## src/rtl/muldiv_unit.sv

```systemverilog
// Iterative multiply/divide engine: radix-4 Booth products and restoring division,
// presenting hi/lo result words through a start/busy/done handshake.
module muldiv_unit #(
    parameter int WIDTH = 32
) (
    input  logic             clock,
    input  logic             clear,
    input  logic             start,
    input  logic [1:0]       op,
    input  logic [WIDTH-1:0] a,
    input  logic [WIDTH-1:0] b,
    output logic             busy,
    output logic             done,
    output logic             div_by_zero,
    output logic [WIDTH-1:0] hi,
    output logic [WIDTH-1:0] lo
);

    localparam int MW        = WIDTH + 2;   // extended Booth operand width
    localparam int AW        = WIDTH + 4;   // accumulator holds +/-2M without overflow
    localparam int MUL_STEPS = WIDTH / 2 + 1;
    localparam int CW        = $clog2(WIDTH + 1);

    typedef enum logic [2:0] {IDLE, MUL_ITER, DIV_ITER, FIXUP, DONE} state_t;

    state_t           state_q, state_d;
    logic [CW-1:0]    cnt_q, cnt_d;
    logic             busy_q, busy_d, done_q, done_d, dbz_q, dbz_d;
    logic [WIDTH-1:0] hi_q, hi_d, lo_q, lo_d;

    logic [1:0]       op_q, op_d;
    logic             sign_a_q, sign_a_d, sign_b_q, sign_b_d;
    logic [WIDTH-1:0] a_raw_q, a_raw_d;
    logic [MW-1:0]    mcand_q, mcand_d, mr_q, mr_d;
    logic [AW-1:0]    acc_q, acc_d;
    logic             qm1_q, qm1_d;
    logic [WIDTH-1:0] rem_q, rem_d, quo_q, quo_d, dvsr_q, dvsr_d;

    logic             a_neg, b_neg;
    logic [AW-1:0]    m_ext, addend, sum;
    logic [AW+MW-1:0] shifted;
    logic [WIDTH:0]   rem_sh;
    logic             ge;
    logic [WIDTH-1:0] diff;

    // Shared datapath: one Booth step and one restoring step, evaluated every cycle.
    always_comb begin
        a_neg = ~op[0] & a[WIDTH-1];
        b_neg = ~op[0] & b[WIDTH-1];

        m_ext = {{2{mcand_q[MW-1]}}, mcand_q};
        case ({mr_q[1:0], qm1_q})
            3'b001, 3'b010: addend = m_ext;
            3'b011:         addend = m_ext << 1;
            3'b100:         addend = -(m_ext << 1);
            3'b101, 3'b110: addend = -m_ext;
            default:        addend = '0;
        endcase
        sum     = acc_q + addend;
        shifted = {{2{sum[AW-1]}}, sum, mr_q[MW-1:2]};

        rem_sh = {rem_q, quo_q[WIDTH-1]};
        ge     = rem_sh >= {1'b0, dvsr_q};
        diff   = rem_sh[WIDTH-1:0] - dvsr_q;
    end

    always_comb begin
        // NOTE: every *_d defaults to its *_q (or to an idle value) so no path can infer a latch.
        state_d  = state_q;
        cnt_d    = cnt_q;
        busy_d   = busy_q;
        done_d   = 1'b0;
        dbz_d    = dbz_q;
        hi_d     = hi_q;
        lo_d     = lo_q;
        op_d     = op_q;
        sign_a_d = sign_a_q;
        sign_b_d = sign_b_q;
        a_raw_d  = a_raw_q;
        mcand_d  = mcand_q;
        mr_d     = mr_q;
        acc_d    = acc_q;
        qm1_d    = qm1_q;
        rem_d    = rem_q;
        quo_d    = quo_q;
        dvsr_d   = dvsr_q;

        case (state_q)
            IDLE, DONE: begin
                state_d = IDLE;
                if (start) begin
                    busy_d   = 1'b1;
                    op_d     = op;
                    a_raw_d  = a;
                    sign_a_d = a_neg;
                    sign_b_d = b_neg;
                    if (!op[1]) begin
                        mcand_d = {{2{a_neg}}, a};
                        mr_d    = {{2{b_neg}}, b};
                        acc_d   = '0;
                        qm1_d   = 1'b0;
                        cnt_d   = CW'(MUL_STEPS);
                        state_d = MUL_ITER;
                    end else begin
                        quo_d  = a_neg ? -a : a;
                        dvsr_d = b_neg ? -b : b;
                        rem_d  = '0;
                        if (b == '0) begin
                            cnt_d   = CW'(1);
                            state_d = FIXUP;
                        end else begin
                            cnt_d   = CW'(WIDTH);
                            state_d = DIV_ITER;
                        end
                    end
                end
            end
            MUL_ITER: begin
                acc_d = shifted[AW+MW-1:MW];
                mr_d  = shifted[MW-1:0];
                qm1_d = mr_q[1];
                cnt_d = cnt_q - CW'(1);
                if (cnt_q == CW'(1)) begin
                    cnt_d   = CW'(1);
                    state_d = FIXUP;
                end
            end
            DIV_ITER: begin
                rem_d = ge ? diff : rem_sh[WIDTH-1:0];
                quo_d = {quo_q[WIDTH-2:0], ge};
                cnt_d = cnt_q - CW'(1);
                if (cnt_q == CW'(1)) begin
                    cnt_d   = CW'(1);
                    state_d = FIXUP;
                end
            end
            FIXUP: begin
                // First cycle applies signs / zero-divisor values, second registers the outputs.
                if (cnt_q != '0) begin
                    cnt_d = '0;
                    if (op_q[1] && dvsr_q == '0) begin
                        quo_d = '1;
                        rem_d = a_raw_q;
                    end else if (op_q == 2'b10) begin
                        if (sign_a_q ^ sign_b_q) quo_d = -quo_q;
                        if (sign_a_q)            rem_d = -rem_q;
                    end
                end else begin
                    state_d = DONE;
                    busy_d  = 1'b0;
                    done_d  = 1'b1;
                    if (op_q[1]) begin
                        hi_d  = rem_q;
                        lo_d  = quo_q;
                        dbz_d = (dvsr_q == '0);
                    end else begin
                        hi_d  = {acc_q[WIDTH-3:0], mr_q[MW-1:WIDTH]};
                        lo_d  = mr_q[WIDTH-1:0];
                        dbz_d = 1'b0;
                    end
                end
            end
            default: state_d = IDLE;
        endcase
    end

    // NOTE: sequential blocks use non-blocking assignments only, so every flop samples pre-edge values.
    always_ff @(posedge clock) begin
        if (clear) begin
            state_q <= IDLE;
            cnt_q   <= '0;
            busy_q  <= 1'b0;
            done_q  <= 1'b0;
            dbz_q   <= 1'b0;
            hi_q    <= '0;
            lo_q    <= '0;
        end else begin
            state_q <= state_d;
            cnt_q   <= cnt_d;
            busy_q  <= busy_d;
            done_q  <= done_d;
            dbz_q   <= dbz_d;
            hi_q    <= hi_d;
            lo_q    <= lo_d;
        end
    end

    // NOTE: operand/working registers are always loaded on acceptance before use, so they carry no reset.
    always_ff @(posedge clock) begin
        op_q     <= op_d;
        sign_a_q <= sign_a_d;
        sign_b_q <= sign_b_d;
        a_raw_q  <= a_raw_d;
        mcand_q  <= mcand_d;
        mr_q     <= mr_d;
        acc_q    <= acc_d;
        qm1_q    <= qm1_d;
        rem_q    <= rem_d;
        quo_q    <= quo_d;
        dvsr_q   <= dvsr_d;
    end

    assign busy        = busy_q;
    assign done        = done_q;
    assign div_by_zero = dbz_q;
    assign hi          = hi_q;
    assign lo          = lo_q;

endmodule

```

## config.mk

```make
export PLATFORM = sky130hd
export DESIGN_NAME = muldiv_unit
export DESIGN_NICKNAME = d
export VERILOG_FILES = /design/src/rtl/muldiv_unit.sv
export SDC_FILE = /design/constraint.sdc
export NUM_CORES = 1
export LEC_CHECK = 0
export ABC_CLOCK_PERIOD_IN_PS = 11100
export BUFFER_PORTS_ARGS = -buffer_cell sky130_fd_sc_hd__buf_2
export CORE_ASPECT_RATIO = 0.75
export CORE_MARGIN = 4
export CORE_UTILIZATION = 60
export CTS_CLUSTER_SIZE = 30
export DETAILED_ROUTE_END_ITERATION = 8
export GPL_TIMING_DRIVEN = 0
export HOLD_SLACK_MARGIN = 0.1
export PLACE_DENSITY_LB_ADDON = 0.1
export SYNTH_ARGS = -nofsm -noshare
export SYNTH_HDL_FRONTEND = slang
export SYNTH_SLANG_ARGS = --single-unit
```

## constraint.sdc

```tcl
create_clock -name clock -period 11.1 [get_ports clock]
set_clock_uncertainty 0.2 [all_clocks]
set_input_delay 3.33 -clock clock [delete_from_list [all_inputs] [get_ports clock]]
set_output_delay 3.33 -clock clock [all_outputs]
set_load 0.02 [all_outputs]
```

==> report_table.html <==
<table>
<tr><th>Metric</th><th>Value</th></tr>
<tr><th colspan="2">Worst setup path</th></tr>
<tr><td>Critical path capture point type</td><td>flop</td></tr>
<tr><td>Register-to-register setup slack</td><td>4.59 ns</td></tr>
<tr><td>Maximum fanout encountered on the critical timing path</td><td>10</td></tr>
<tr><td>Arrival time reported for the critical path endpoint</td><td>between 6 and 7 ns</td></tr>
<tr><td>Worst reg2reg path startpoint</td><td>mcand_q[1]</td></tr>
<tr><td>Type of the worst setup path</td><td>reg -&gt; reg</td></tr>
<tr><td>Reg2Reg Capture Point</td><td>acc_q[34]</td></tr>
<tr><td>Worst reg-to-reg path cell count</td><td>20</td></tr>
<tr><td>Critical Path Start Type</td><td>flop</td></tr>
<tr><td>Required time reported for the critical path endpoint</td><td>11.24 ns</td></tr>
<tr><th colspan="2">STA</th></tr>
<tr><td>Total negative setup slack</td><td>0 ns</td></tr>
<tr><td>Measured slew at the worst slew-check pin</td><td>~1.4 ns</td></tr>
<tr><td>Number of hold violations in the final report</td><td>0</td></tr>
<tr><td>Final critical delay including setup and external delays</td><td>6.51 ns</td></tr>
<tr><td>Max_slew headroom</td><td>4.87%</td></tr>
<tr><td>Count of pins over their slew limit</td><td>0</td></tr>
<tr><td>Final Cycle Share</td><td>about three fifths</td></tr>
<tr><td>Maximum frequency from static timing analysis</td><td>154 MHz</td></tr>
<tr><td>Final setup vio count</td><td>0</td></tr>
<tr><td>RSZ-0062 raised after global routing</td><td>false</td></tr>
<tr><th colspan="2">Logic synthesis</th></tr>
<tr><td>Synthesized area divided by synthesized cell count</td><td>8.97 sq um</td></tr>
<tr><td>Post-Synthesis Net Count</td><td>about 2,400</td></tr>
<tr><td>Leading post-synthesis cells by cell area</td><td>sky130_fd_sc_hd__edfxtp_1 34%, sky130_fd_sc_hd__dfxtp_1 7.4%, sky130_fd_sc_hd__nor2_1 5.0%, sky130_fd_sc_hd__nand2_1 4.8%, sky130_fd_sc_hd__ha_1 4.5%</td></tr>
<tr><td>Post-Syn Instances</td><td>roughly 2,300</td></tr>
<tr><td>Post-synthesis sequential area ratio</td><td>41.4%</td></tr>
<tr><td>Top-area cell type share of the netlist area</td><td>34.0%</td></tr>
<tr><td>Count of state elements after synthesis</td><td>310</td></tr>
<tr><td>Number of library cell types mapped by synthesis</td><td>89</td></tr>
<tr><td>Cell type with the highest aggregate area in the netlist</td><td>sky130_fd_sc_hd__edfxtp_1</td></tr>
<tr><td>Share of synthesized registers carrying an async set or reset</td><td>0%</td></tr>
<tr><td>Synth Flop Type</td><td>sky130_fd_sc_hd__edfxtp_1</td></tr>
<tr><td>Area of the mapped netlist</td><td>between 20,000 and 25,000 sq um</td></tr>
<tr><td>Count of warnings emitted by yosys</td><td>0</td></tr>
<tr><td>Number of synthesized flops with an enable pin</td><td>234</td></tr>
<tr><th colspan="2">Power</th></tr>
<tr><td>Clock group share of total power</td><td>18.8%</td></tr>
<tr><td>Switching power</td><td>2550 uW</td></tr>
<tr><td>Leakage dissipation</td><td>0.00887 uW</td></tr>
<tr><td>Worst vdd ir</td><td>around 150 uV</td></tr>
<tr><td>Int Pwr</td><td>about 3100 uW</td></tr>
<tr><td>Power density normalized to cell area</td><td>246 nW/um^2</td></tr>
<tr><td>Total design power</td><td>5650 uW</td></tr>
<tr><td>Relative contribution of combinational cells to total power</td><td>48.1%</td></tr>
<tr><td>Switching part of the total</td><td>45.2%</td></tr>
<tr><td>Reg power frac</td><td>33.1%</td></tr>
<tr><th colspan="2">Drt</th></tr>
<tr><td>DRT Wirelength</td><td>75,800 microns</td></tr>
<tr><td>DRC marker count from the first detailed-route iteration</td><td>about 3,200</td></tr>
<tr><td>Post-DR vias/cell</td><td>6.80</td></tr>
<tr><td>Detailed-routing iteration count for the pre-antenna-repair pass</td><td>6</td></tr>
<tr><td>DRC violation count after routing</td><td>0</td></tr>
<tr><td>Residual antenna-violating net count after detailed routing</td><td>0</td></tr>
<tr><td>WL/cell</td><td>25.7 microns</td></tr>
<tr><td>Detailed-route via count</td><td>~20,000</td></tr>
<tr><th colspan="2">Clock tree</th></tr>
<tr><td>Clk Latency, worst-skew pair</td><td>roughly 0.6 ns</td></tr>
<tr><td>TritonCTS sink count</td><td>a little over 300</td></tr>
<tr><td>Clock transition time at the flip-flop clock pins of the worst setup and hold paths</td><td>~0.070 ns</td></tr>
<tr><td>CTS hold repair buffers</td><td>0</td></tr>
<tr><td>Clock buffer count from CTS</td><td>31</td></tr>
<tr><td>Clock tree from TritonCTS</td><td>yes</td></tr>
<tr><td># resized after CTS</td><td>0</td></tr>
<tr><td>Maximum level of the CTS H-tree</td><td>1</td></tr>
<tr><td>Post-CTS Setup Bufs</td><td>0</td></tr>
<tr><td>Number of buffers on the longest clock path</td><td>3</td></tr>
<tr><td>Buffer type at the clock tree root</td><td>sky130_fd_sc_hd__clkbuf_16</td></tr>
<tr><th colspan="2">Global route</th></tr>
<tr><td>Antenna violations before repair</td><td>1</td></tr>
<tr><td>Number of global-route vias before repair</td><td>18,300</td></tr>
<tr><td>Pin count of the biggest net entering global routing</td><td>38</td></tr>
<tr><td>Total routing usage reported by global routing</td><td>38.6%</td></tr>
<tr><td>Leftover overflow at the end of global routing</td><td>0</td></tr>
<tr><td>Global-route wire length before repair</td><td>roughly 110,000 microns</td></tr>
<tr><th colspan="2">Floorplan</th></tr>
<tr><td>Core Region</td><td>about 34,000 sq um</td></tr>
<tr><td>Effective utilization at floorplan</td><td>61.2%</td></tr>
<tr><td>Area enclosed by the die boundary</td><td>about 37,000 sq um</td></tr>
<tr><td>Die Width</td><td>222 microns</td></tr>
<tr><td>Height of the die</td><td>169 microns</td></tr>
<tr><td>Number of placement rows</td><td>58</td></tr>
<tr><td>Top-level port count</td><td>approximately 140</td></tr>
<tr><th colspan="2">Cells and area</th></tr>
<tr><td>Synthesis-to-layout area growth</td><td>11.6%</td></tr>
<tr><td>Final Net Count</td><td>~2,600</td></tr>
<tr><td>Fraction of final layout cells with drive strength greater than 1</td><td>about a tenth</td></tr>
<tr><td>Final Non-Filler Cells</td><td>between 2,000 and 3,000</td></tr>
<tr><td>Design area</td><td>23,000 sq um</td></tr>
<tr><th colspan="2">Place</th></tr>
<tr><td>Number of buffer cells added on primary ports</td><td>134</td></tr>
<tr><td>Final Wtd Congestion</td><td>a little over 1</td></tr>
<tr><td>DP HPWL</td><td>about 58,000 microns</td></tr>
<tr><td>Cell area after placement</td><td>22,000 sq um</td></tr>
<tr><td>Number of placed instances with taps included</td><td>2,890</td></tr>
<tr><th colspan="2">Hold path</th></tr>
<tr><td>Launch point of the worst hold path</td><td>lo[18]</td></tr>
<tr><td>Hold Path Cell Cnt</td><td>2</td></tr>
<tr><td>Hold WC Path Type</td><td>reg -&gt; reg</td></tr>
<tr><td>Hold Path Sink</td><td>lo[18]</td></tr>
<tr><th colspan="2">Status</th></tr>
<tr><td>Result of the run</td><td>finished clean</td></tr>
<tr><th colspan="2">Flow run</th></tr>
<tr><td>Max-cap violations</td><td>0</td></tr>
</table>
[critical path, stage by stage, from the launching register on]
cell	delay, ns
sky130_fd_sc_hd__edfxtp_1	0.45
sky130_fd_sc_hd__inv_1	0.10
sky130_fd_sc_hd__ha_1	0.21
sky130_fd_sc_hd__nor3b_2	0.27
sky130_fd_sc_hd__and2_1	0.30
sky130_fd_sc_hd__nand2_2	0.12
sky130_fd_sc_hd__or3b_1	0.45
sky130_fd_sc_hd__or3_1	0.39
sky130_fd_sc_hd__or4_4	0.45
sky130_fd_sc_hd__nand2_1	0.10
sky130_fd_sc_hd__xor2_1	0.07
sky130_fd_sc_hd__o21ai_0	0.89
sky130_fd_sc_hd__ha_1	0.39
sky130_fd_sc_hd__clkbuf_1	0.25
sky130_fd_sc_hd__a21oi_1	0.26
sky130_fd_sc_hd__nand2_1	0.08
sky130_fd_sc_hd__a21oi_1	0.31
sky130_fd_sc_hd__o21ai_0	0.26
sky130_fd_sc_hd__a311oi_1	0.44
sky130_fd_sc_hd__xnor2_1	0.17
sky130_fd_sc_hd__nor2_1	0.06
[cells in the mapped netlist (38+ instances only)]
library cell               count
sky130_fd_sc_hd__a21oi_1     181
sky130_fd_sc_hd__nand3_1      38
sky130_fd_sc_hd__dfxtp_1      76
sky130_fd_sc_hd__edfxtp_1    234
sky130_fd_sc_hd__mux2i_1      73
sky130_fd_sc_hd__a211oi_1     96
sky130_fd_sc_hd__xor2_1       87
sky130_fd_sc_hd__nor2_1      275
sky130_fd_sc_hd__clkbuf_1    119
sky130_fd_sc_hd__nand2_1     266
sky130_fd_sc_hd__inv_1        62
sky130_fd_sc_hd__ha_1         74
sky130_fd_sc_hd__xnor2_1      92
sky130_fd_sc_hd__o21ai_0     124
sky130_fd_sc_hd__nor3_1       52
[how the worst max path moves through the flow]
stage	startpoint	endpoint	slack (ns)
2_1_floorplan	op[1]	acc_q[0]	4.03
3_3_place_gp	op[1]	acc_q[24]	2.46
3_5_place_dp	op[1]	quo_q[20]	4.87
4_1_cts	mcand_q[1]	acc_q[34]	4.90
5_1_grt	mcand_q[0]	acc_q[34]	4.38
6_report	mcand_q[1]	acc_q[34]	4.59
[layout make-up]
cell class	count	area, sq um
clock buffer	41	865
antenna	1	2.50
inverter	62	233
sequential	310	8550
buffer	134	524
timing repair buffer	140	776
tap	450	563
fill	2746	10700
multi-input combinational	1795	11400
clock inverter	17	133
[power groups by stage]
stage	registers, uW	clock network, uW	logic (uW)
3_5_place_dp	1870	0	2590
6_report	1870	1060	2720
5_1_grt	1880	1110	2930
2_1_floorplan	1760	0	1840
3_3_place_gp	1880	0	2500
4_1_cts	1850	1050	2620
[registers in the layout, indices dropped and copies added (netlist names), 2 cells and up]
signal / flops
lo: 32
cnt_q: 6
rem_q: 32
mr_q: 34
a_raw_q: 32
dvsr_q: 32
quo_q: 32
mcand_q: 33
op_q: 2
hi: 32
state_q: 3
acc_q: 34
[cell families after synthesis]
family | Yosys count | synth area share [%]
AO/OA/AOI/OAI | 637 | 19.8
XOR/XNOR | 179 | 7.60
adder cells (fa/ha/maj) | 76 | 4.68
buffers and inverters | 196 | 3.66
flip-flops | 310 | 41.4
multiplexers | 81 | 3.98
AND/OR/NAND/NOR | 822 | 18.9
[stage by stage]
| stage | hold WS [ns] | util (%) | setup slack (ns) |
|---|---|---|---|
| 3_3_place_gp | 0.275 | 64.8 | 2.46 |
| 5_1_grt | 0.315 | 68.2 | 4.38 |
| 3_5_place_dp | 0.289 | 65.3 | 4.87 |
| 6_report | 0.296 | 68.2 | 4.59 |
| 4_1_cts | 0.297 | 68.2 | 4.90 |
| 2_1_floorplan | 0.263 | - | 4.03 |
[layout by cell type, fill, tap and decap left out, types with 38 or more instances in the layout]
cell type                    n
sky130_fd_sc_hd__nor2_1    274
sky130_fd_sc_hd__dfxtp_1    76
sky130_fd_sc_hd__mux2i_1    73
sky130_fd_sc_hd__edfxtp_1  234
sky130_fd_sc_hd__nand3_1    38
sky130_fd_sc_hd__xnor2_1    92
sky130_fd_sc_hd__ha_1       74
sky130_fd_sc_hd__a21oi_1   181
sky130_fd_sc_hd__xor2_1     87
sky130_fd_sc_hd__o21ai_0   124
sky130_fd_sc_hd__buf_2     145
sky130_fd_sc_hd__a211oi_1   96
sky130_fd_sc_hd__clkbuf_1  124
sky130_fd_sc_hd__nand2_1   266
sky130_fd_sc_hd__inv_1      62
sky130_fd_sc_hd__nor3_1     52
[layer usage]
| metal | part of all wire [%] | GRT usage (%) | vias to the layer above |
|---|---|---|---|
| met5 | 0 | 0 | - |
| met4 | 3.4 | 10.6 | 0 |
| met3 | 15 | 14.3 | 185 |
| met2 | 40 | 54.4 | 1500 |
| met1 | 41 | 56.2 | 9523 |
| li1 | - | - | 8856 |
Note: power is estimated with default switching activity, not from simulation.
